**src/rtl/mem_pkg.sv**
```systemverilog
// mem_pkg: shared command, operation and state encodings for the block engine
package mem_pkg;

    typedef enum logic [1:0] {
        NOP   = 2'b00,
        READ  = 2'b01,
        WRITE = 2'b10
    } mem_cmd_t;

    typedef enum logic [1:0] {
        FILL  = 2'b00,
        COPY  = 2'b01,
        CHECK = 2'b10,
        RSVD  = 2'b11
    } eng_op_t;

    typedef enum logic [2:0] {
        IDLE,
        ISSUE_RD,
        WAIT_RD,
        ISSUE_WR,
        WAIT_WR,
        NEXT,
        FINISH
    } eng_state_t;

endpackage

```
**src/rtl/mem_req_port.sv**
```systemverilog
// mem_req_port: toggle-handshake initiator port holding one request at a time
// Ports:
//   issue/cmd/addr/wdata - launch a request (registered, mem_run toggles)
//   clr                  - return mem_cmd to nop once the operation ends
//   idle                 - no request outstanding (mem_run == mem_done)
//   rd_valid             - first cycle the outstanding request has completed
//   rd_data              - read word captured at completion
//   mem_*                - memory port signals
module mem_req_port import mem_pkg::*; #(
    parameter int ADDR_W = 16,
    parameter int DATA_W = 16
) (
    input  logic              clk,
    input  logic              reset_n,
    input  logic              issue,
    input  logic              clr,
    input  logic [1:0]        cmd,
    input  logic [ADDR_W-1:0] addr,
    input  logic [DATA_W-1:0] wdata,
    output logic              idle,
    output logic              rd_valid,
    output logic [DATA_W-1:0] rd_data,
    output logic [ADDR_W-1:0] mem_addr,
    output logic [1:0]        mem_cmd,
    output logic              mem_run,
    output logic [DATA_W-1:0] mem_wr_data,
    input  logic [DATA_W-1:0] mem_rd_data,
    input  logic              mem_done
);

    mem_cmd_t          cmd_q;
    logic [ADDR_W-1:0] addr_q;
    logic [DATA_W-1:0] wdata_q;
    logic [DATA_W-1:0] rdata_q;
    logic              run_q;
    logic              pend_q;

    assign idle        = run_q == mem_done;
    // pend_q marks a request we launched, so completion is seen exactly once
    assign rd_valid    = pend_q && idle;
    assign rd_data     = rdata_q;
    assign mem_addr    = addr_q;
    assign mem_cmd     = cmd_q;
    assign mem_run     = run_q;
    assign mem_wr_data = wdata_q;

    always_ff @(posedge clk or negedge reset_n) begin
        if (!reset_n) begin
            cmd_q   <= NOP;
            addr_q  <= '0;
            wdata_q <= '0;
            rdata_q <= '0;
            run_q   <= 1'b0;
            pend_q  <= 1'b0;
        end else if (issue) begin
            cmd_q   <= mem_cmd_t'(cmd);
            addr_q  <= addr;
            wdata_q <= wdata;
            run_q   <= ~run_q;
            pend_q  <= 1'b1;
        end else if (rd_valid) begin
            pend_q  <= 1'b0;
            if (cmd_q == READ)
                rdata_q <= mem_rd_data;
        end else if (clr) begin
            cmd_q   <= NOP;
        end
    end

endmodule

```
**src/rtl/mem_block_engine.sv**
```systemverilog
// mem_block_engine: FILL/COPY/CHECK block engine driving the toggle-handshake memory port
// Ports:
//   start/op/src/dst/len/pattern/pat_inc - operation request, sampled in IDLE
//   busy/op_done                         - progress and one-cycle completion pulse
//   err_count/first_err_addr/err         - CHECK results
//   mem_*                                - initiator side of the memory port
module mem_block_engine import mem_pkg::*; #(
    parameter int ADDR_W = 16,
    parameter int DATA_W = 16,
    parameter int CNT_W  = 16
) (
    input  logic              clk,
    input  logic              reset_n,
    input  logic              start,
    input  logic [1:0]        op,
    input  logic [ADDR_W-1:0] src,
    input  logic [ADDR_W-1:0] dst,
    input  logic [CNT_W-1:0]  len,
    input  logic [DATA_W-1:0] pattern,
    input  logic              pat_inc,
    output logic              busy,
    output logic              op_done,
    output logic [CNT_W-1:0]  err_count,
    output logic [ADDR_W-1:0] first_err_addr,
    output logic              err,
    output logic [ADDR_W-1:0] mem_addr,
    output logic [1:0]        mem_cmd,
    output logic              mem_run,
    output logic [DATA_W-1:0] mem_wr_data,
    input  logic [DATA_W-1:0] mem_rd_data,
    input  logic              mem_done
);

    eng_state_t        state_q, state_d;
    eng_op_t           op_q, op_d;
    logic [ADDR_W-1:0] rd_ptr_q, rd_ptr_d, wr_ptr_q, wr_ptr_d, first_q, first_d;
    logic [CNT_W-1:0]  rem_q, rem_d, err_cnt_q, err_cnt_d;
    logic [DATA_W-1:0] pat_q, pat_d;
    logic              inc_q, inc_d;
    logic              op_done_q;
    logic              port_idle, rd_valid;
    logic [DATA_W-1:0] rd_word;

    mem_req_port #(.ADDR_W(ADDR_W), .DATA_W(DATA_W)) u_port (
        .clk         (clk),
        .reset_n     (reset_n),
        .issue       (state_q == ISSUE_RD || state_q == ISSUE_WR),
        .clr         (state_q == FINISH),
        .cmd         (state_q == ISSUE_RD ? READ : WRITE),
        .addr        (state_q == ISSUE_RD ? rd_ptr_q : wr_ptr_q),
        .wdata       (op_q == COPY ? rd_word : pat_q),
        .idle        (port_idle),
        .rd_valid    (rd_valid),
        .rd_data     (rd_word),
        .mem_addr    (mem_addr),
        .mem_cmd     (mem_cmd),
        .mem_run     (mem_run),
        .mem_wr_data (mem_wr_data),
        .mem_rd_data (mem_rd_data),
        .mem_done    (mem_done)
    );

    assign busy           = state_q != IDLE && state_q != FINISH;
    assign op_done        = op_done_q;
    assign err_count      = err_cnt_q;
    assign first_err_addr = first_q;
    assign err            = |err_cnt_q;

    always_comb begin
        state_d   = state_q;
        op_d      = op_q;
        rd_ptr_d  = rd_ptr_q;
        wr_ptr_d  = wr_ptr_q;
        rem_d     = rem_q;
        pat_d     = pat_q;
        inc_d     = inc_q;
        err_cnt_d = err_cnt_q;
        first_d   = first_q;
        case (state_q)
            IDLE: if (start && port_idle) begin
                op_d     = eng_op_t'(op);
                rd_ptr_d = src;
                wr_ptr_d = dst;
                rem_d    = len;
                pat_d    = pattern;
                inc_d    = pat_inc;
                if (eng_op_t'(op) == CHECK) begin
                    err_cnt_d = '0;
                    first_d   = '0;
                end
                state_d = (len == '0 || eng_op_t'(op) == RSVD) ? FINISH :
                          eng_op_t'(op) == FILL ? ISSUE_WR : ISSUE_RD;
            end
            ISSUE_RD: state_d = WAIT_RD;
            WAIT_RD: if (rd_valid) begin
                if (op_q == CHECK && mem_rd_data != pat_q) begin
                    // saturate instead of wrapping so a full counter never reads as clean
                    if (err_cnt_q != '1)
                        err_cnt_d = err_cnt_q + 1'b1;
                    if (err_cnt_q == '0)
                        first_d = rd_ptr_q;
                end
                state_d = op_q == COPY ? ISSUE_WR : NEXT;
            end
            ISSUE_WR: state_d = WAIT_WR;
            WAIT_WR:  state_d = rd_valid ? NEXT : WAIT_WR;
            NEXT: begin
                rem_d    = rem_q - 1'b1;
                rd_ptr_d = rd_ptr_q + 1'b1;
                wr_ptr_d = wr_ptr_q + 1'b1;
                pat_d    = inc_q ? pat_q + 1'b1 : pat_q;
                state_d  = rem_q == CNT_W'(1) ? FINISH : op_q == FILL ? ISSUE_WR : ISSUE_RD;
            end
            FINISH:  state_d = IDLE;
            default: state_d = IDLE;
        endcase
    end

    always_ff @(posedge clk or negedge reset_n) begin
        if (!reset_n) begin
            state_q   <= IDLE;
            op_q      <= FILL;
            rd_ptr_q  <= '0;
            wr_ptr_q  <= '0;
            rem_q     <= '0;
            pat_q     <= '0;
            inc_q     <= 1'b0;
            err_cnt_q <= '0;
            first_q   <= '0;
            op_done_q <= 1'b0;
        end else begin
            state_q   <= state_d;
            op_q      <= op_d;
            rd_ptr_q  <= rd_ptr_d;
            wr_ptr_q  <= wr_ptr_d;
            rem_q     <= rem_d;
            pat_q     <= pat_d;
            inc_q     <= inc_d;
            err_cnt_q <= err_cnt_d;
            first_q   <= first_d;
            op_done_q <= state_q == FINISH;
        end
    end

endmodule

```
**config.mk**
```make
export PLATFORM = sky130hd
export DESIGN_NAME = mem_block_engine
export DESIGN_NICKNAME = d
export VERILOG_FILES = /design/src/rtl/mem_pkg.sv /design/src/rtl/mem_req_port.sv /design/src/rtl/mem_block_engine.sv
export SDC_FILE = /design/constraint.sdc
export NUM_CORES = 1
export LEC_CHECK = 0
export BUFFER_PORTS_ARGS = -buffer_cell sky130_fd_sc_hd__buf_2
export CAP_MARGIN = 10
export CORE_UTILIZATION = 40
export DETAILED_ROUTE_END_ITERATION = 10
export PLACE_DENSITY = 0.59
export SETUP_SLACK_MARGIN = 0.3
export SLEW_MARGIN = 20
export SYNTH_ARGS = -nofsm -noshare
export SYNTH_HDL_FRONTEND = slang
export SYNTH_SLANG_ARGS = --single-unit
```
**constraint.sdc**
```tcl
create_clock -name clk -period 6.27 [get_ports clk]
set_input_delay 0.627 -clock clk [delete_from_list [all_inputs] [get_ports clk]]
set_output_delay 0.627 -clock clk [all_outputs]
set_load 0.02 [all_outputs]
```
# ---- Word-level counts from Yosys, hierarchy flattened
# Cells that the tools add are included.
dict set report totals {
  reg_bits 155
  inputBits 87
  output_inout_bits 70
  elab_cells 108
}
dict set report op_classes {
  n_addsub 5
  eq_ne 24
  mux 36
  n_bitwise 2
  reduce_logical 25
}
# operator count
set op_table {}
lappend op_table {{16-bit 2-to-1 mux} 15}
lappend op_table {{16-bit case mux with 2 select lines} 6}
lappend op_table {{16-bit by 1-bit adder with 16-bit output, second input constant} 4}
lappend op_table {{16-bit logical NOT} 2}
lappend op_table {{3-bit case mux with 6 select lines} 1}
lappend op_table {{16-bit by 1-bit equality test with 1-bit output, second input constant} 1}
lappend op_table {{16-bit != test} 1}
lappend op_table {{16-bit != test, second input constant} 1}
lappend op_table {{16-bit OR reduction} 1}
lappend op_table {{16-bit by 1-bit subtractor with 16-bit output, second input constant} 1}
lappend op_table {{3-bit 2-to-1 mux} 5}
lappend op_table {{2-bit != test, second input constant} 7}
lappend op_table {{2-bit 2-to-1 mux} 6}
lappend op_table {{6-bit AND reduction} 2}
lappend op_table {{3-bit equality test, second input constant} 3}
lappend op_table {{2-bit AND reduction} 4}
lappend op_table {{2-bit nonzero test} 4}
lappend op_table {{2-bit equality test, second input constant} 3}
lappend op_table {{3-bit by 2-bit equality test with 1-bit output, second input constant} 2}
lappend op_table {{3-bit AND reduction} 2}
lappend op_table {{2-bit by 1-bit equality test with 1-bit output, second input constant} 2}
lappend op_table {{1-bit logical AND} 4}
lappend op_table {{2-bit logical NOT} 2}
lappend op_table {{3-bit by 1-bit equality test with 1-bit output, second input constant} 1}
lappend op_table {{8 further kinds} 12}

# ---- Longest topological paths before layout
dict set report depth {
  depth_word 5
  ltp_mapped 9
  mapped_depth_nobuf 7
}

# ---- Modules after synthesis
# A second synthesis with hierarchy kept.
dict set report unflattened {
  cells_unflattened 837
  hier_area_um2 8303.0
}
# module n_inst cells_each area_per_inst_um2 seq_area_each_um2
set by_module_without_submodules {}
lappend by_module_without_submodules {mem_block_engine 1 718 6296.0 2577.5}
lappend by_module_without_submodules {mem_req_port 1 119 2006.9 1301.2}

# ---- Worst setup path after synthesis
# Ideal clock, no wire load.
dict set report synth_timing {
  kind {input -> register}
  startpoint {input mem_done}
  endpoint {register u_port.rdata_q[10], in the netlist u_port.rd_data[10]}
  setup_time_ns 0.125
  arrival_ns 2.030
  required_time_ns 6.145
  path_slack_ns 4.115
  cell_stages 6
  n_path_buf 2
  path_cell_list {xnor2_2 and2_1 clkbuf_1 nand4b_1 buf_2 mux2_2}
}
dict set report synth_via {
  elab_chain_len 3
}
# item line
set synth_lines {}
lappend synth_lines {{start, declared} mem_block_engine.sv:31} ;# input logic mem_done
lappend synth_lines {{1-bit equality test} mem_req_port.sv:38} ;# assign idle = run_q == mem_done;
lappend synth_lines {{1-bit logical AND} mem_req_port.sv:40} ;# assign rd_valid = pend_q && idle;
lappend synth_lines {{3-bit AND reduction (no line)} -}
lappend synth_lines {{end signal, assigned} mem_req_port.sv:64} ;# rdata_q <= mem_rd_data;
lappend synth_lines {{end, declared} mem_req_port.sv:34} ;# logic [DATA_W-1:0] rdata_q;
# No other way between the ends.
# A chain may end at the register's enable or synchronous reset.

# ---- Final worst setup path
dict set report layout_timing {
  startpoint {register state_q[0]}
  endpoint {register rem_q[7]}
}
dict set report layout_via {
  elab_chain_len 3
  word_cells_on_any_way 6
  classes_between {eq/ne: 2; mux: 1; reduce/logical: 3}
}
# item line
set layout_lines {}
lappend layout_lines {{start, declared} mem_block_engine.sv:34} ;# eng_state_t state_q, state_d;
lappend layout_lines {{start signal, assigned} mem_block_engine.sv:132} ;# state_q <= state_d;
lappend layout_lines {{3-bit equality test or 3-bit logical NOT (tied branches)} mem_block_engine.sv:79} ;# case (state_q)
lappend layout_lines {{2-bit nonzero test (no line) or 2-bit != test (tied branches)} -}
lappend layout_lines {{2-bit AND reduction (no line)} -}
lappend layout_lines {{end signal, assigned} mem_block_engine.sv:136} ;# rem_q <= rem_d;
lappend layout_lines {{end, declared} mem_block_engine.sv:37} ;# logic [CNT_W-1:0] rem_q, rem_d, err_cnt_q, err_cnt_d;
# Several ways; a longest one is shown, not always the timed one.

==> impl_metrics.yaml <==
critical_path:
  path_max_fanout: 36
  worst-path-buf-inv: 1
  rr_worst_depth: 6
  reg2reg_from: "state_q[0]"
  cp.depth: 6
  arrival_ps: 3390
  crit_type: "flip-flop to flip-flop"
  critPathTopFamily: "simple AND/OR/NAND/NOR gates"
  rr_endpoint: "rem_q[7]"
  crit_required_ps: 6580
  rrSetupSlack_ps: 3190
  endpoint: "rem_q[7]"
  worstSetupStartpoint: "state_q[0]"
  crit_slowest_cell: "and3b_2"
  path_cells: "and3b_2, buf_4, nand4_1, nor4_1, nor2_1, a221o_1"
  start_kind: "flip-flop"
  critPathCaptureType: "flip-flop"
  cpPeakStageDelay_ps: 720
final_layout:
  antenna_cells: 0
  layout-area-overhead-vs-synth_pct: 18.4
  drive_gt1_frac: 0.233
  nets: 1089
  final_util: 0.484
outcome:
  status: "complete, no violations"
grt:
  antenna_found_initial: 0
  grt_pass1_wl_um: 37300
  grt_max_degree: 93
  first_global_vias: 6769
  overflow: 0
  gr-usage-all-layers: 0.222
sta:
  tns_ps: 0
  finalSetupViolations: 0
  rsz0062_at_grt: "false"
  tightest_slew_ps: 1010
  maxSlewViolCount: 0
  final.period_utilization: 0.491
  relSlewSlack: 0.325
  fin_ws_ps: 3190
  clock.fmax_mhz: 325
  hold_viol_final: 0
  skew_ps: 11.1
  finalCriticalPeriod_ps: 3080
drt:
  postRouteAntennaNets: 0
  wirelength_um: 23000
  drc: 0
  drt-initial-drc-count: 475
  vias: 7260
  routedWlPerCell_um: 18.0
  drt_pass1_iterations: 5
  viasPerCell: 5.68
placed_design:
  hpwl_um: 15800
  dp_slack_ps: 2990
  portBuffers: 156
  place_congestion: 0.823
yosys:
  synth_seq_cells: 155
  yosys_warnings: 0
  async_reset_ff_frac: 1.00
  avgSynthCellArea_um2: 9.45
  ys_types: 71
  ys_seq_area_frac: 0.469
  ys.flop_type: "dfrtp_1"
  synth_cells: 876
  syn_area_um2: 8280
  synth_edf_count: 0
  syn-num-nets: 970
floorplan:
  pin_count: 157
  coreArea_um2: 20200
  fp.dieH_um: 146
  row_count: 52
  fp.dieW_um: 146
  start_util: 0.409
  die_area_um2: 21300
clock_tree:
  clock_latency_ps: 430
  cts_resized: 0
  path_clk_slew_ps: 60
  cts_buffers: 17
  cts_root_buf: "clkbuf_16"
  cts_hold_buf: 0
  cts_setup_buffers: 0
  cts_buffer_depth: 2
  cts.sinks: 155
  cts.htree.levels: 4
  tritoncts: "done"
hold_path:
  hold_path_class: "input port to asynchronous set/reset pin"
power:
  cellPowerDensity_nw_per_um2: 466
  totalPowerFinal_uw: 4570
  power_leakage_uw: 0.00437
  irDropWorstVdd_mv: 0.207
job:
  drv_cap: 0
## cells by family (layout without fill, tap and decap cells)
kind of cell             after synthesis  after routing  share of synthesized area
flip-flops                           155            155                      0.469
buffers and inverters                 82            214                     0.0402
adder cells (fa/ha/maj)                7              7                     0.0106
AND/OR/NAND/NOR                      309            309                      0.184
AO/OA/AOI/OAI                        254            254                      0.212
multiplexers                          51             51                     0.0641
XOR/XNOR                              18             18                     0.0200
## layout by cell type (no fill, tap or decap), types with 20 or more instances in the layout
master and count:
dfrtp_1 155, mux2i_1 35, nor2_1 63, nand2_1 100, a22o_1 26, nor3_1 20, buf_2 155, nand3_1 37
a21oi_1 39, nor4_1 22, o21ai_0 70
## metrics by stage
step / instance area, um2 / instances / hold WS (ps)
floorplan: 8280 / 876 / 331
global placement: 9210 / 1245 / 461
detailed placement: 9210 / 1245 / 465
CTS: 9790 / 1277 / 317
global route: 9800 / 1278 / 360
finish: 9800 / 1278 / 289
## report_power, final
part	switching (uW)	internal, uW
clock	434	600
combinational	980	682
sequential	464	1400
total	1880	2690
## worst reg2reg max path: cells and delay by family, from the launching register on
family,cells,cell delay (ps)
AND/OR/NAND/NOR,4,1540
buffers and inverters,1,410
flip-flops,1,700
AO/OA/AOI/OAI,1,320
## state kept, by name, indices dropped and copies added, names as in the netlist
register            count
err_count              16
first_err_addr         16
inc_q                   1
op_done                 1
op_q                    2
pat_q                  16
rd_ptr_q               16
rem_q                  16
state_q                 3
u_port.mem_addr        16
u_port.mem_cmd          2
u_port.mem_run          1
u_port.mem_wr_data     16
u_port.pend_q           1
u_port.rd_data         16
wr_ptr_q               16
## how the worst min path moves through the flow
stage	startpoint	end
after CTS	reset_n	first_err_addr[13]
after detailed placement	u_port.mem_wr_data[11]	u_port.mem_wr_data[11]
after global placement	u_port.mem_addr[2]	u_port.mem_addr[2]
final	reset_n	first_err_addr[13]
after floorplan	reset_n	err_count[0]
after global routing	reset_n	first_err_addr[13]
## cell usage after synthesis (all sizes together) (6+ instances only)
cell      n  area (um2)
o311ai    6        52.6
o22ai    11        68.8
xor2     16         140
o221ai    6        52.6
inv      15        56.3
o211ai   13         103
mux2i    35         350
nor3     21         110
a211oi   12        90.1
o21ai    71         359
a22o     26         228
nor2     63         236
mux2     16         180
clkbuf   47         179
a221o     9        90.1
nand2   100         375
a21oi    39         195
nand4    15        93.8
dfrtp   155        3880
and3      9        56.3
a311oi    7        61.3
a31oi     6        37.5
nand3    37         185
ha        7        87.6
nor4     22         138
buf      20        97.6
## area by class of cell
class,instances,area (um2)
Multi-Input combinational cell,639,4070
Clock inverter,13,141
Tap cell,270,338
Inverter,15,56.3
Sequential cell,155,3880
Clock buffer,19,443
Timing Repair Buffer,167,870
Fill cell,1967,10400
## metal layers
metal | global-route usage | vias up | wire (um)
met3 | 0.0364 | 18 | 1050
met4 | 0.0605 | 0 | 248
met5 | 0 | - | 0
met1 | 0.342 | 3518 | 11500
met2 | 0.320 | 202 | 10200
li1 | - | 3522 | -
(Power assumes the default switching activity.)
